$ cat config.mk
export PLATFORM = sky130hd
export DESIGN_NAME = config_stream_loader
export DESIGN_NICKNAME = d
export VERILOG_FILES = /design/src/rtl/config_stream_loader.sv
export SDC_FILE = /design/constraint.sdc
export NUM_CORES = 1
export LEC_CHECK = 0
export ABC_CLOCK_PERIOD_IN_PS = 1600
export CORE_ASPECT_RATIO = 0.7
export CORE_UTILIZATION = 40
export CTS_CLUSTER_DIAMETER = 100
export DETAILED_ROUTE_END_ITERATION = 6
export HOLD_SLACK_MARGIN = 0.15
export SYNTH_ARGS = -nofsm -noshare
export SYNTH_HDL_FRONTEND = slang
export SYNTH_SLANG_ARGS = --single-unit
$ cat constraint.sdc
create_clock -name clock -period 1.6 [get_ports clock]
set_input_delay 0.32 -clock clock [delete_from_list [all_inputs] [get_ports clock]]
set_output_delay 0.32 -clock clock [all_outputs]
set_load 0.01 [all_outputs]
$ cat src/rtl/config_stream_loader.sv
// Word-serial configuration loader: assembles a frame from a valid/ready
// word stream and commits it atomically to the config_out shadow register.
module config_stream_loader #(
    parameter int CONFIG_WIDTH = 112,
    parameter int WORD_WIDTH   = 8
) (
    input  logic                    clock,
    input  logic                    reset,
    input  logic                    start,
    input  logic [WORD_WIDTH-1:0]   data_in,
    input  logic                    data_valid,
    output logic                    data_ready,
    output logic [CONFIG_WIDTH-1:0] config_out,
    output logic                    config_valid,
    output logic                    busy,
    output logic                    load_done
);

    localparam int NUM_WORDS = (CONFIG_WIDTH + WORD_WIDTH - 1) / WORD_WIDTH;
    localparam int SHIFT_W   = NUM_WORDS * WORD_WIDTH;
    localparam int CNT_W     = $clog2(NUM_WORDS + 1);
    localparam logic [CNT_W-1:0] LAST = CNT_W'(NUM_WORDS - 1);

    typedef enum logic [1:0] {
        IDLE   = 2'd0,
        LOAD   = 2'd1,
        COMMIT = 2'd2
    } state_t;

    state_t             state;
    logic [CNT_W-1:0]   count;
    logic [SHIFT_W-1:0] shift_reg;
    logic [SHIFT_W-1:0] shift_next;
    logic               xfer;

    // New words enter at the MSB end so the first word ends up at bit 0.
    generate
        if (NUM_WORDS == 1) begin : g_single
            assign shift_next = data_in;
        end else begin : g_multi
            assign shift_next = {data_in, shift_reg[SHIFT_W-1:WORD_WIDTH]};
        end
    endgenerate

    assign xfer = data_valid && data_ready;

    always_ff @(posedge clock) begin
        if (reset) begin
            state        <= IDLE;
            count        <= '0;
            shift_reg    <= '0;
            config_out   <= '0;
            config_valid <= 1'b0;
            busy         <= 1'b0;
            load_done    <= 1'b0;
            data_ready   <= 1'b0;
        end else begin
            load_done <= 1'b0;
            unique case (state)
                IDLE: begin
                    if (start) begin
                        state      <= LOAD;
                        count      <= '0;
                        data_ready <= 1'b1;
                        busy       <= 1'b1;
                    end
                end
                LOAD: begin
                    // A restart drops the partial frame and any word offered with it.
                    if (start) begin
                        count <= '0;
                    end else if (xfer) begin
                        shift_reg <= shift_next;
                        count     <= count + 1'b1;
                        if (count == LAST) begin
                            state      <= COMMIT;
                            data_ready <= 1'b0;
                        end
                    end
                end
                COMMIT: begin
                    config_out   <= shift_reg[CONFIG_WIDTH-1:0];
                    config_valid <= 1'b1;
                    load_done    <= 1'b1;
                    count        <= '0;
                    if (start) begin
                        state      <= LOAD;
                        data_ready <= 1'b1;
                        busy       <= 1'b1;
                    end else begin
                        state      <= IDLE;
                        data_ready <= 1'b0;
                        busy       <= 1'b0;
                    end
                end
                default: begin
                    state      <= IDLE;
                    count      <= '0;
                    data_ready <= 1'b0;
                    busy       <= 1'b0;
                end
            endcase
        end
    end

endmodule

After elaboration in Yosys (flattened, before gate mapping)
Cells that the tools add are included.
{"block": "op_classes", "eq_ne": 8, "n_mux": 18, "bitwise_logic": 2, "add_sub_neg": 1, "reduce_logical": 6}
{"op": "$mux 4", "count": 3}
{"op": "$mux 2", "count": 4}
{"op": "$ne 2x2->1 const B", "count": 4}
{"op": "$pmux 4 s2", "count": 1}
{"op": "$mux 1", "count": 7}
{"op": "$pmux 1 s3", "count": 2}
{"op": "$pmux 2 s3", "count": 1}
{"op": "$add 4x1->4 const B", "count": 1}
{"op": "$eq 4x4->1 const B", "count": 1}
{"op": "$reduce_and 2->1", "count": 2}
{"op": "$reduce_and 4->1", "count": 1}
{"op": "$ne 3x3->1 const B", "count": 1}
{"op": "$reduce_and 3->1", "count": 1}
{"op": "$eq 2x1->1 const B", "count": 1}
{"op": "$eq 2x2->1 const B", "count": 1}
{"op": "$logic_not 2->1", "count": 1}
{"op": "$not 1->1", "count": 2}
{"op": "$logic_and 1x1->1", "count": 1}
{"block": "word_totals", "input_bits": 12, "reg_bits": 234, "word_cells": 43}

Depth between registers and ports, before layout
Gate-level depths: netlist (run 1).
{"block": "depth", "depth_word": 5, "mapped_depth": 6, "depth_no_buf": 5}

Worst setup path after synthesis (run 1)
OpenSTA, ideal clock, no wires.
{"block": "synth_timing", "path_kind": "reg-to-reg", "startpoint": "register data_ready", "endpoint": "register shift_reg[100]", "t_required_ps": 1480, "synth_period_minus_slack_ps": 1504, "setup_ps": 120, "n_path_buf": 3, "stages_incl_launch_ff": 7, "t_arrival_ps": 1385, "setup_slack_ps": 96, "cell_sequence": "dfxtp_1 nand2_1 or3_1 clkbuf_1 buf_6 buf_6 mux2i_1"}
{"block": "synth_via", "elab_chain_len": 2}
{"element": "start, declared", "line": "12", "source": "output logic data_ready,"}
{"element": "start signal, assigned", "line": "56", "source": "data_ready <= 1'b0;"}
{"element": "start signal, assigned", "line": "64", "source": "data_ready <= 1'b1;"}
{"element": "start signal, assigned", "line": "77", "source": "data_ready <= 1'b0;"}
{"element": "$logic_and 1x1->1", "line": "45", "source": "assign xfer = data_valid && data_ready;"}
{"element": "$reduce_and 3->1 (no line)"}
{"element": "end signal, assigned", "line": "73", "source": "shift_reg <= shift_next;"}
{"element": "end, declared", "line": "32", "source": "logic [SHIFT_W-1:0] shift_reg;"}
No other way between the ends.
A chain may end at the register's enable or synchronous reset.

Final worst setup path (run 1)
{"block": "layout_timing", "startpoint": "register data_ready", "endpoint": "output port data_ready"}
No word-level cell between the ends.

==> metrics.csv, run 1 <==
stage,metric,value,unit
worst_setup_path,crit_buf_inv,1,
job,cap_violations,0,
placement,post_dp_cell_area,0.0101,mm^2
synth,synthesis.area,0.00849,mm^2
sta,skew,0.00766,ns
clock_network,cts_buffers,23,
clock_network,cts_tree,yes,
clock_network,root_buffer,clkbuf_16,
die,start_util,0.409,
layout,drive_gt1_frac,0.0612,
detailed_routing,finalWirelength,18.9,mm
clock_network,cts.sinks,234,
die,dieArea,0.0218,mm^2
worst_setup_path,critPathRequiredTime,1.28,ns
power,power_density,1070,mW/mm^2
detailed_routing,drc,0,
die,fp.dieH,124,um
worst_setup_path,critical_path.max_fanout,5,
detailed_routing,drtPass1Iterations,4,
layout,ff_latch_area,0.00468,mm^2
global_routing,grt_pass1_wl,30.0,mm
layout,multi_input_area,0.00351,mm^2
global_routing,grt_pass1_vias,5727,
sta,holdWs,0.406,ns
placement,pre_cts_ws,-0.291,ns
worst_setup_path,slowest_stage,dfxtp_1,
run_status,status,"complete, no violations",
global_routing,antenna_found_initial,0,
worst_setup_path,arrival,1.19,ns
placement,dpl.hpwl,12.3,mm
synth,synth.area.top_cells,"dfxtp_1 55%, mux2i_1 13%, nand2_1 10%",
sta,drv_slew,0,
layout,nNetsFinal,1028,
sta,finalSetupViolations,0,
layout,stdcell_area,0.0107,mm^2
die,boundaryPins,128,
detailed_routing,vias_per_cell,4.70,
sta,slew-limit-headroom,0.714,
detailed_routing,detail-route-antenna-nets,0,
synth,synth_top_area_frac,0.552,
detailed_routing,routedWlPerCell,14.4,um
layout,fillers,2014,
placement,portBuffers,127,
clock_network,clock_latency,0.50,ns
min_path,hold_class,input pin to flip-flop,
global_routing,grt.overflow.total,0,
power,p_leak,4.84,nW
sta,fin_ws,0.0894,ns
sta,fmaxAchievable,0.662,GHz
sta,hold_viol_final,0,
sta,tightest_slew,0.429,ns
synth,synth_warnings,0,
clock_network,h-tree-depth,1,
layout,antennaDiodeCount,0,
detailed_routing,drt-initial-drc-count,355,
clock_network,ctsLongestPathBuffers,3,
worst_setup_path,cpPeakStageDelay,0.38,ns
synth,syn_inst,903,
synth,syn-num-nets,917,
placement,place_congestion,0.740,
power,peakVddDrop,0.659,mV
synth,postSynthRegisterBits,234,
die,die_w,176,um
detailed_routing,vias,6138,
clock_network,cts_setup_buffers,0,
sta,rsz0062_at_grt,false,
sta,fin_crit,1.51,ns
global_routing,grt_max_degree,86,
synth,synth_cell_types,23,
die,core_area,0.0208,mm^2
die,num_rows,44,
worst_setup_path,crit_chain,dlygate4sd2_1,
sta,period_share,0.944,
synth,synth.largest_area_cell,dfxtp_1,
layout,fin_util,0.518,
worst_setup_path,crit_path_end_kind,primary output,
synth,synth.avg_cell_area,9.41,um^2
global_routing,grt.total_usage,0.173,
worst_setup_path,critPathKind,flip-flop to primary output,
layout,syn_to_final_growth,26.6,%
clock_network,cts.reportedPaths.clkPinSlew,0.06,ns
synth,seq_area_frac_synth,0.552,
worst_setup_path,crit_family,flip-flops,
worst_setup_path,start_kind,flip-flop,
## layout make-up
cell class	count	share of cell area
well taps	276	0.0321
flip-flops and latches	234	0.436
clock inverters	3	0.00419
repair buffers	151	0.136
multi-input cells	603	0.326
inverters	1	0.000349
clock buffers	38	0.0653
## worst min-delay path, cell delays in order
cell             delay [ns]
clkdlybuf4s50_1        0.40
nand2b_1               0.07
mux2i_1                0.06
## stage by stage
| stage | setup TNS [ns] | cells | total power (W) |
|---|---|---|---|
| after floorplan | 0 | 903 | 0.00615 |
| after global placement | -26.17 | 1264 | 0.00628 |
| after detailed placement | -27.32 | 1264 | 0.00628 |
| after CTS | 0 | 1306 | 0.0116 |
| after global routing | 0 | 1306 | 0.0119 |
| final | 0 | 1306 | 0.0115 |
## metal layers
layer	up-vias	track usage	wire, um
met5	-	0	0
met4	0	0.0386	333
met3	29	0.0354	855
met2	112	0.250	7600
met1	2811	0.260	10100
li1	3186	-	-
## cells in the final DEF (no fill, tap or decap), drive strengths merged
master,synthesis,layout
a221oi,1,1
or2,2,2
xor2,2,2
clkdlybuf4s50,0,10
or3,3,3
nand4,1,1
nand2b,125,125
o21ai,1,1
nor3,2,2
a21oi,115,115
o22ai,1,1
nand3,3,3
clkbuf,38,38
nand2,226,226
nor2,5,5
buf,27,24
dfxtp,234,234
dlygate4sd3,0,1
mux2i,112,112
nor4,1,1
bufinv,0,1
ha,2,2
nor2b,1,1
dlygate4sd2,0,116
clkinvlp,0,2
inv,1,1
## repair_timing
item,CTS,global route
gates resized for setup,116,0
setup endpoints to repair,116,0
endpoints found under the hold margin,1,0
hold buffers,1,0
## path summary, 6_finish.rpt
check | cells past startpoint | end | start | slack, ns
min | 3 | shift_reg[108]$_SDFFE_PP0P_ | data_in[4] | 0.41
max reg2reg | 4 | shift_reg[40]$_SDFFE_PP0P_ | data_ready$_SDFFE_PP0P_ | 0.18
max | 1 | data_ready | data_ready$_SDFFE_PP0P_ | 0.09
min reg2reg | 2 | config_out[16]$_SDFFE_PP0N_ | shift_reg[16]$_SDFFE_PP0P_ | 0.45
## synthesized netlist by cell type
library cell and number:
buf_1 5, xor2_1 2, o21ai_0 1, nand2_1 226, o22ai_1 1, mux2i_1 112
ha_1 2, inv_1 1, nand3_1 3, clkbuf_1 38, buf_2 14, nor2_1 5
nor4_1 1, nand4_1 1, or3_1 3, nor3_1 2, or2_2 2, a221oi_1 1
a21oi_1 115, nand2b_1 125, buf_6 8, dfxtp_1 234, nor2b_1 1
## cells by family (layout without fill, tap and decap cells)
| family | after synthesis | in the layout | synth area share |
|---|---|---|---|
| AND/OR/NAND/NOR | 369 | 369 | 0.203 |
| buffers and inverters | 66 | 193 | 0.0383 |
| multiplexers | 112 | 112 | 0.132 |
| AO/OA/AOI/OAI | 118 | 118 | 0.0701 |
| adder cells (fa/ha/maj) | 2 | 2 | 0.00295 |
| flip-flops | 234 | 234 | 0.552 |
| XOR/XNOR | 2 | 2 | 0.00206 |
## power breakdown
group	total, W	switching, W	internal [W]	leakage (nW)
combinational	0.000306	0.000155	0.000151	2.60
clock	0.00532	0.00218	0.00314	0.358
sequential	0.00584	0.00000672	0.00583	1.88
total	0.0115	0.00234	0.00913	4.84
(Power assumes the default switching activity.)
==> run 2, diff against run 1 <==
--- a/config.mk
+++ b/config.mk
@@ -6,11 +6,13 @@
 export NUM_CORES = 1
 export LEC_CHECK = 0
 export ABC_CLOCK_PERIOD_IN_PS = 1600
+export CAP_MARGIN = 20
 export CORE_ASPECT_RATIO = 0.7
 export CORE_UTILIZATION = 40
 export CTS_CLUSTER_DIAMETER = 100
 export DETAILED_ROUTE_END_ITERATION = 6
 export HOLD_SLACK_MARGIN = 0.15
+export SKIP_CTS_REPAIR_TIMING = 1
 export SYNTH_ARGS = -nofsm -noshare
 export SYNTH_HDL_FRONTEND = slang
 export SYNTH_SLANG_ARGS = --single-unit
==> metrics.csv, run 2 (same netlist as run 1, synthesis figures left out) <==
stage,metric,value,unit,change
sta,skew,0.00855,ns,+0.000887 ns
power,p_leak,6.44,nW,+33%
global_routing,grt_pass1_vias,5697,,-0.52%
detailed_routing,drtPass1Iterations,4,,unchanged
clock_network,ctsLongestPathBuffers,3,,unchanged
worst_setup_path,slowest_stage,or3_4,,
die,boundaryPins,128,,unchanged
placement,portBuffers,127,,unchanged
worst_setup_path,arrival,1.80,ns,+0.61 ns
layout,nNetsFinal,1027,,-0.097%
sta,fin_crit,1.42,ns,-0.0856 ns
placement,dpl.hpwl,12.3,mm,unchanged
worst_setup_path,critPathKind,flip-flop to flip-flop,,
min_path,hold_class,input pin to flip-flop,,
global_routing,grt.overflow.total,0,,unchanged
sta,hold_viol_final,0,,unchanged
power,finalPower,0.0115,W,about the same
detailed_routing,vias_per_cell,4.72,,+0.42%
sta,drv_slew,0,,unchanged
global_routing,grt_max_degree,86,,unchanged
sta,rsz0062_at_grt,false,,
placement,place_congestion,0.740,,unchanged
layout,final_cell_mix,"234 x dfxtp_1, 226 x nand2_1, 124 x nand2b_1",,
layout,antennaDiodeCount,0,,unchanged
sta,slew-limit-headroom,0.709,,-0.00576
detailed_routing,vias,6159,,+0.34%
sta,tightest_slew,0.437,ns,+0.00865 ns
sta,period_share,0.891,,-0.0535
detailed_routing,finalWirelength,19.0,mm,+0.69%
clock_network,clock_latency,0.50,ns,about the same
detailed_routing,detail-route-antenna-nets,0,,unchanged
power,power_density,1030,mW/mm^2,-3.8%
die,die_w,176,um,unchanged
layout,drive_gt1_frac,0.0612,,about the same
die,fp.dieH,124,um,unchanged
global_routing,antenna_found_initial,0,,unchanged
layout,syn_to_final_growth,31.6,%,
power,peakVddDrop,0.661,mV,+0.34%
sta,fmaxAchievable,0.702,GHz,+6.0%
worst_setup_path,crit_chain,nand2_1 -> or3_4 -> buf_12 -> mux2i_1,,
worst_setup_path,critical_path.max_fanout,42,,+37
detailed_routing,drt-initial-drc-count,367,,+3.4%
clock_network,h-tree-depth,1,,unchanged
global_routing,grt_pass1_wl,29.9,mm,-0.53%
sta,finalSetupViolations,0,,unchanged
global_routing,grt.total_usage,0.172,,-0.000944
die,num_rows,44,,unchanged
die,dieArea,0.0218,mm^2,unchanged
clock_network,cts.sinks,234,,unchanged
run_status,status,"complete, no violations",,
worst_setup_path,critPathRequiredTime,1.97,ns,+0.69 ns
clock_network,cts_tree,yes,,
layout,fin_util,0.538,,+0.0205
clock_network,cts.reportedPaths.clkPinSlew,0.06,ns,about the same
die,core_area,0.0208,mm^2,unchanged
clock_network,cts_buffers,23,,unchanged
worst_setup_path,crit_path_end_kind,flip-flop,,
worst_setup_path,start_kind,flip-flop,,
layout,final_common_cell,dfxtp_1,,
clock_network,root_buffer,clkbuf_16,,
job,cap_violations,0,,unchanged
detailed_routing,drc,0,,unchanged
detailed_routing,routedWlPerCell,14.6,um,+0.77%
die,start_util,0.409,,unchanged
worst_setup_path,cpPeakStageDelay,0.43,ns,+0.05 ns
-- run 2: metrics by stage --
step	setup WS (ns)	hold WS (ns)	setup TNS, ns	area, um^2	instances
2_1_floorplan	0.0957	0.396	0	8490	903
3_3_place_gp	-0.268	0.440	-26.17	10100	1264
3_5_place_dp	-0.291	0.442	-27.32	10100	1264
4_1_cts	-0.223	0.148	-13.57	10900	1305
5_1_grt	0.0980	0.162	0	11200	1305
6_report	0.175	0.167	0	11200	1305
-- run 2: final timing paths --
path	startpoint	to	slack [ns]	cells past startpoint
setup reg to reg	data_ready$_SDFFE_PP0P_	shift_reg[52]$_SDFFE_PP0P_	0.18	4
hold / removal	reset	config_out[25]$_SDFFE_PP0N_	0.17	2
hold reg to reg	shift_reg[16]$_SDFFE_PP0P_	config_out[16]$_SDFFE_PP0N_	0.45	2
setup / recovery	data_ready$_SDFFE_PP0P_	shift_reg[52]$_SDFFE_PP0P_	0.18	4
-- run 2: final cells by class --
type                       instances  area (um^2)
clock buffer                      38          702
clock inverter                     3         45.0
fill                            1942         9580
inverter                           1         3.75
multi-input combinational        603         3510
sequential                       234         4680
tap                              276          345
timing repair buffer             150         1890
-- run 2: critical path: cells and delay by family, from the launching register on --
family / cells / cell delay (ns)
buf+inv: 1 / 0.23
flops: 1 / 0.38
mux: 1 / 0.15
simple gates: 2 / 0.52
-- run 2: power breakdown --
group          switching, W  internal [W]
sequential       0.00000672       0.00583
clock               0.00219       0.00314
combinational      0.000153      0.000152
-- run 2: per-layer routing --
layer,part of all wire,vias up,global-route usage
li1,-,3180,-
met1,0.53,2832,0.260
met2,0.40,118,0.246
met3,0.048,29,0.0354
met4,0.018,0,0.0386
met5,0,-,0
==> run 3, diff against run 2 <==
--- a/config.mk
+++ b/config.mk
@@ -8,10 +8,12 @@
 export ABC_CLOCK_PERIOD_IN_PS = 1600
 export CAP_MARGIN = 20
 export CORE_ASPECT_RATIO = 0.7
-export CORE_UTILIZATION = 40
+export CORE_MARGIN = 1.5
+export CORE_UTILIZATION = 45
 export CTS_CLUSTER_DIAMETER = 100
 export DETAILED_ROUTE_END_ITERATION = 6
 export HOLD_SLACK_MARGIN = 0.15
+export PLACE_DENSITY = 0.68
 export SKIP_CTS_REPAIR_TIMING = 1
 export SYNTH_ARGS = -nofsm -noshare
 export SYNTH_HDL_FRONTEND = slang
==> metrics.csv, run 3 (same netlist as run 1, synthesis figures left out) <==
stage,metric,value,unit,change
die,die_w,167,um,-5.1%
clock_network,root_buffer,clkbuf_16,,
clock_network,cts_tree,yes,,
layout,drive_gt1_frac,0.0605,,-0.000737
sta,fin_crit,1.48,ns,+0.0559 ns
placement,portBuffers,127,,unchanged
detailed_routing,drt-initial-drc-count,354,,-3.5%
worst_setup_path,crit_path_end_kind,flip-flop,,
power,clockPowerShare,0.462,,-0.002
worst_setup_path,start_kind,flip-flop,,
global_routing,grt.total_usage,0.185,,+0.0134
power,power_switching,0.00233,W,-0.52%
global_routing,grt_max_degree,64,,-26%
power,combPwrFrac,0.026,,about the same
clock_network,cts.reportedPaths.clkPinSlew,0.06,ns,about the same
sta,hold_viol_final,0,,unchanged
detailed_routing,drc,0,,unchanged
worst_setup_path,slowest_stage,or3_4,,
layout,antennaDiodeCount,0,,unchanged
placement,dpl.hpwl,12.0,mm,-2.4%
clock_network,clock_latency,0.50,ns,about the same
sta,holdWs,0.197,ns,+0.0300 ns
layout,final_common_cell,dfxtp_1,,
sta,skew,0.0120,ns,+0.00346 ns
detailed_routing,routedWlPerCell,14.7,um,+0.97%
worst_setup_path,crit_chain,nand2_1 -> or3_4 -> buf_4 -> mux2i_1,,
detailed_routing,vias_per_cell,4.91,,+4.1%
worst_setup_path,crit_family,simple AND/OR/NAND/NOR gates,,
layout,syn_to_final_growth,30.9,%,
sta,slew-limit-headroom,0.743,,+0.0343
worst_setup_path,critical_path.max_fanout,23,,-45%
die,boundaryPins,128,,unchanged
die,fp.dieH,118,um,-4.8%
worst_setup_path,crit_buf_inv,1,,unchanged
sta,drv_slew,0,,unchanged
run_status,status,"complete, no violations",,
sta,fmaxAchievable,0.675,GHz,-3.8%
clock_network,cts.sinks,234,,unchanged
global_routing,met2_usage,0.271,,+0.0251
global_routing,use_met1,0.275,,+0.0155
placement,place_congestion,0.730,,-1.4%
global_routing,grt_pass1_wl,29.9,mm,about the same
global_routing,antenna_found_initial,0,,unchanged
global_routing,grt.overflow.total,0,,unchanged
sta,period_share,0.926,,+0.0349
die,start_util,0.465,,+0.0558
job,cap_violations,0,,unchanged
global_routing,grtUsageMet3,0.0407,,+0.00528
global_routing,grt_pass1_vias,5823,,+2.2%
power,seqPwrFrac,0.512,,+0.003
detailed_routing,finalWirelength,18.5,mm,-2.4%
layout,fin_util,0.609,,+0.0704
clock_network,h-tree-depth,1,,unchanged
layout,nNetsFinal,1026,,-0.097%
sta,final.setup.tns,0,ns,unchanged
power,swShare,0.204,,about the same
sta,rsz0062_at_grt,false,,
detailed_routing,detail-route-antenna-nets,0,,unchanged
power,p_leak,6.44,nW,about the same
min_path,hold_class,input pin to flip-flop,,
sta,finalSetupViolations,0,,unchanged
power,peakVddDrop,0.766,mV,+16%
clock_network,ctsLongestPathBuffers,3,,unchanged
worst_setup_path,cpPeakStageDelay,0.42,ns,about the same
detailed_routing,drtPass1Iterations,4,,unchanged
power,internal-power,0.00908,W,-0.57%
layout,final_cell_mix,"234 x dfxtp_1, 226 x nand2_1, 124 x nand2b_1",,
worst_setup_path,critPathKind,flip-flop to flip-flop,,
die,dieArea,0.0197,mm^2,-9.7%
power,power_density,1030,mW/mm^2,about the same
clock_network,cts_buffers,23,,unchanged
worst_setup_path,critPathRequiredTime,1.98,ns,about the same
worst_setup_path,arrival,1.86,ns,+0.06 ns
die,num_rows,41,,-6.8%
detailed_routing,vias,6195,,+0.58%
sta,tightest_slew,0.386,ns,-0.0515 ns
die,core_area,0.0183,mm^2,-12%
global_routing,busiest_layer,met1,,
[run 3: cell types whose count changed in the layout (fill, tap and decap cells not counted), sizes merged]
cell,delta
buf,-1
bufinv,+1
clkbuf,-7
clkinv,+4
clkinvlp,-1
[run 3: layout make-up]
| class | count | area (um^2) |
|---|---|---|
| fill | 1570 | 7140 |
| sequential | 234 | 4680 |
| multi-input combinational | 603 | 3510 |
| timing repair buffer | 149 | 1900 |
| clock buffer | 31 | 636 |
| tap | 236 | 295 |
| clock inverter | 7 | 87.6 |
| inverter | 1 | 3.75 |
[run 3: power groups by stage]
stage	clock [W]	combinational [W]	sequential, W
after floorplan	0	0.000178	0.00598
after global placement	0	0.000304	0.00597
after detailed placement	0	0.000305	0.00597
after CTS	0.00537	0.000304	0.00584
after global routing	0.00563	0.000322	0.00584
final	0.00527	0.000299	0.00584
[run 3: routing by layer]
layer  vias up  routed length, um  share of wire
met5         -                  0              0
met3        26                951          0.051
met4         0                289          0.016
met1      2884               9430           0.51
met2       111               7860           0.42
li1       3174                  -              -
[run 3: worst paths after layout]
path              slack (ns)  depth (start not counted)                   startpoint                     endpoint
setup reg to reg        0.12                          4      data_ready$_SDFFE_PP0P_   shift_reg[12]$_SDFFE_PP0P_
hold reg to reg         0.45                          2  config_out[65]$_SDFFE_PP0N_  config_out[65]$_SDFFE_PP0N_
setup / recovery        0.12                          4      data_ready$_SDFFE_PP0P_   shift_reg[12]$_SDFFE_PP0P_
hold / removal          0.20                          2                        reset  config_out[24]$_SDFFE_PP0N_
[run 3: worst reg2reg max path: cells and delay by family, from the launching register on]
family / cells / cell delay, ns
AND/OR/NAND/NOR: 2 / 0.52
flip-flops: 1 / 0.41
buffers and inverters: 1 / 0.27
multiplexers: 1 / 0.18
[run 3: metrics by stage]
step	total power (W)	area (um^2)	instances	setup WS, ns
finish	0.0114	11100	1261	0.119
global route	0.0118	11100	1261	0.0465
CTS	0.0115	10800	1261	-0.252
detailed placement	0.00628	10100	1223	-0.278
global placement	0.00628	10100	1223	-0.252
floorplan	0.00615	8490	903	0.0957
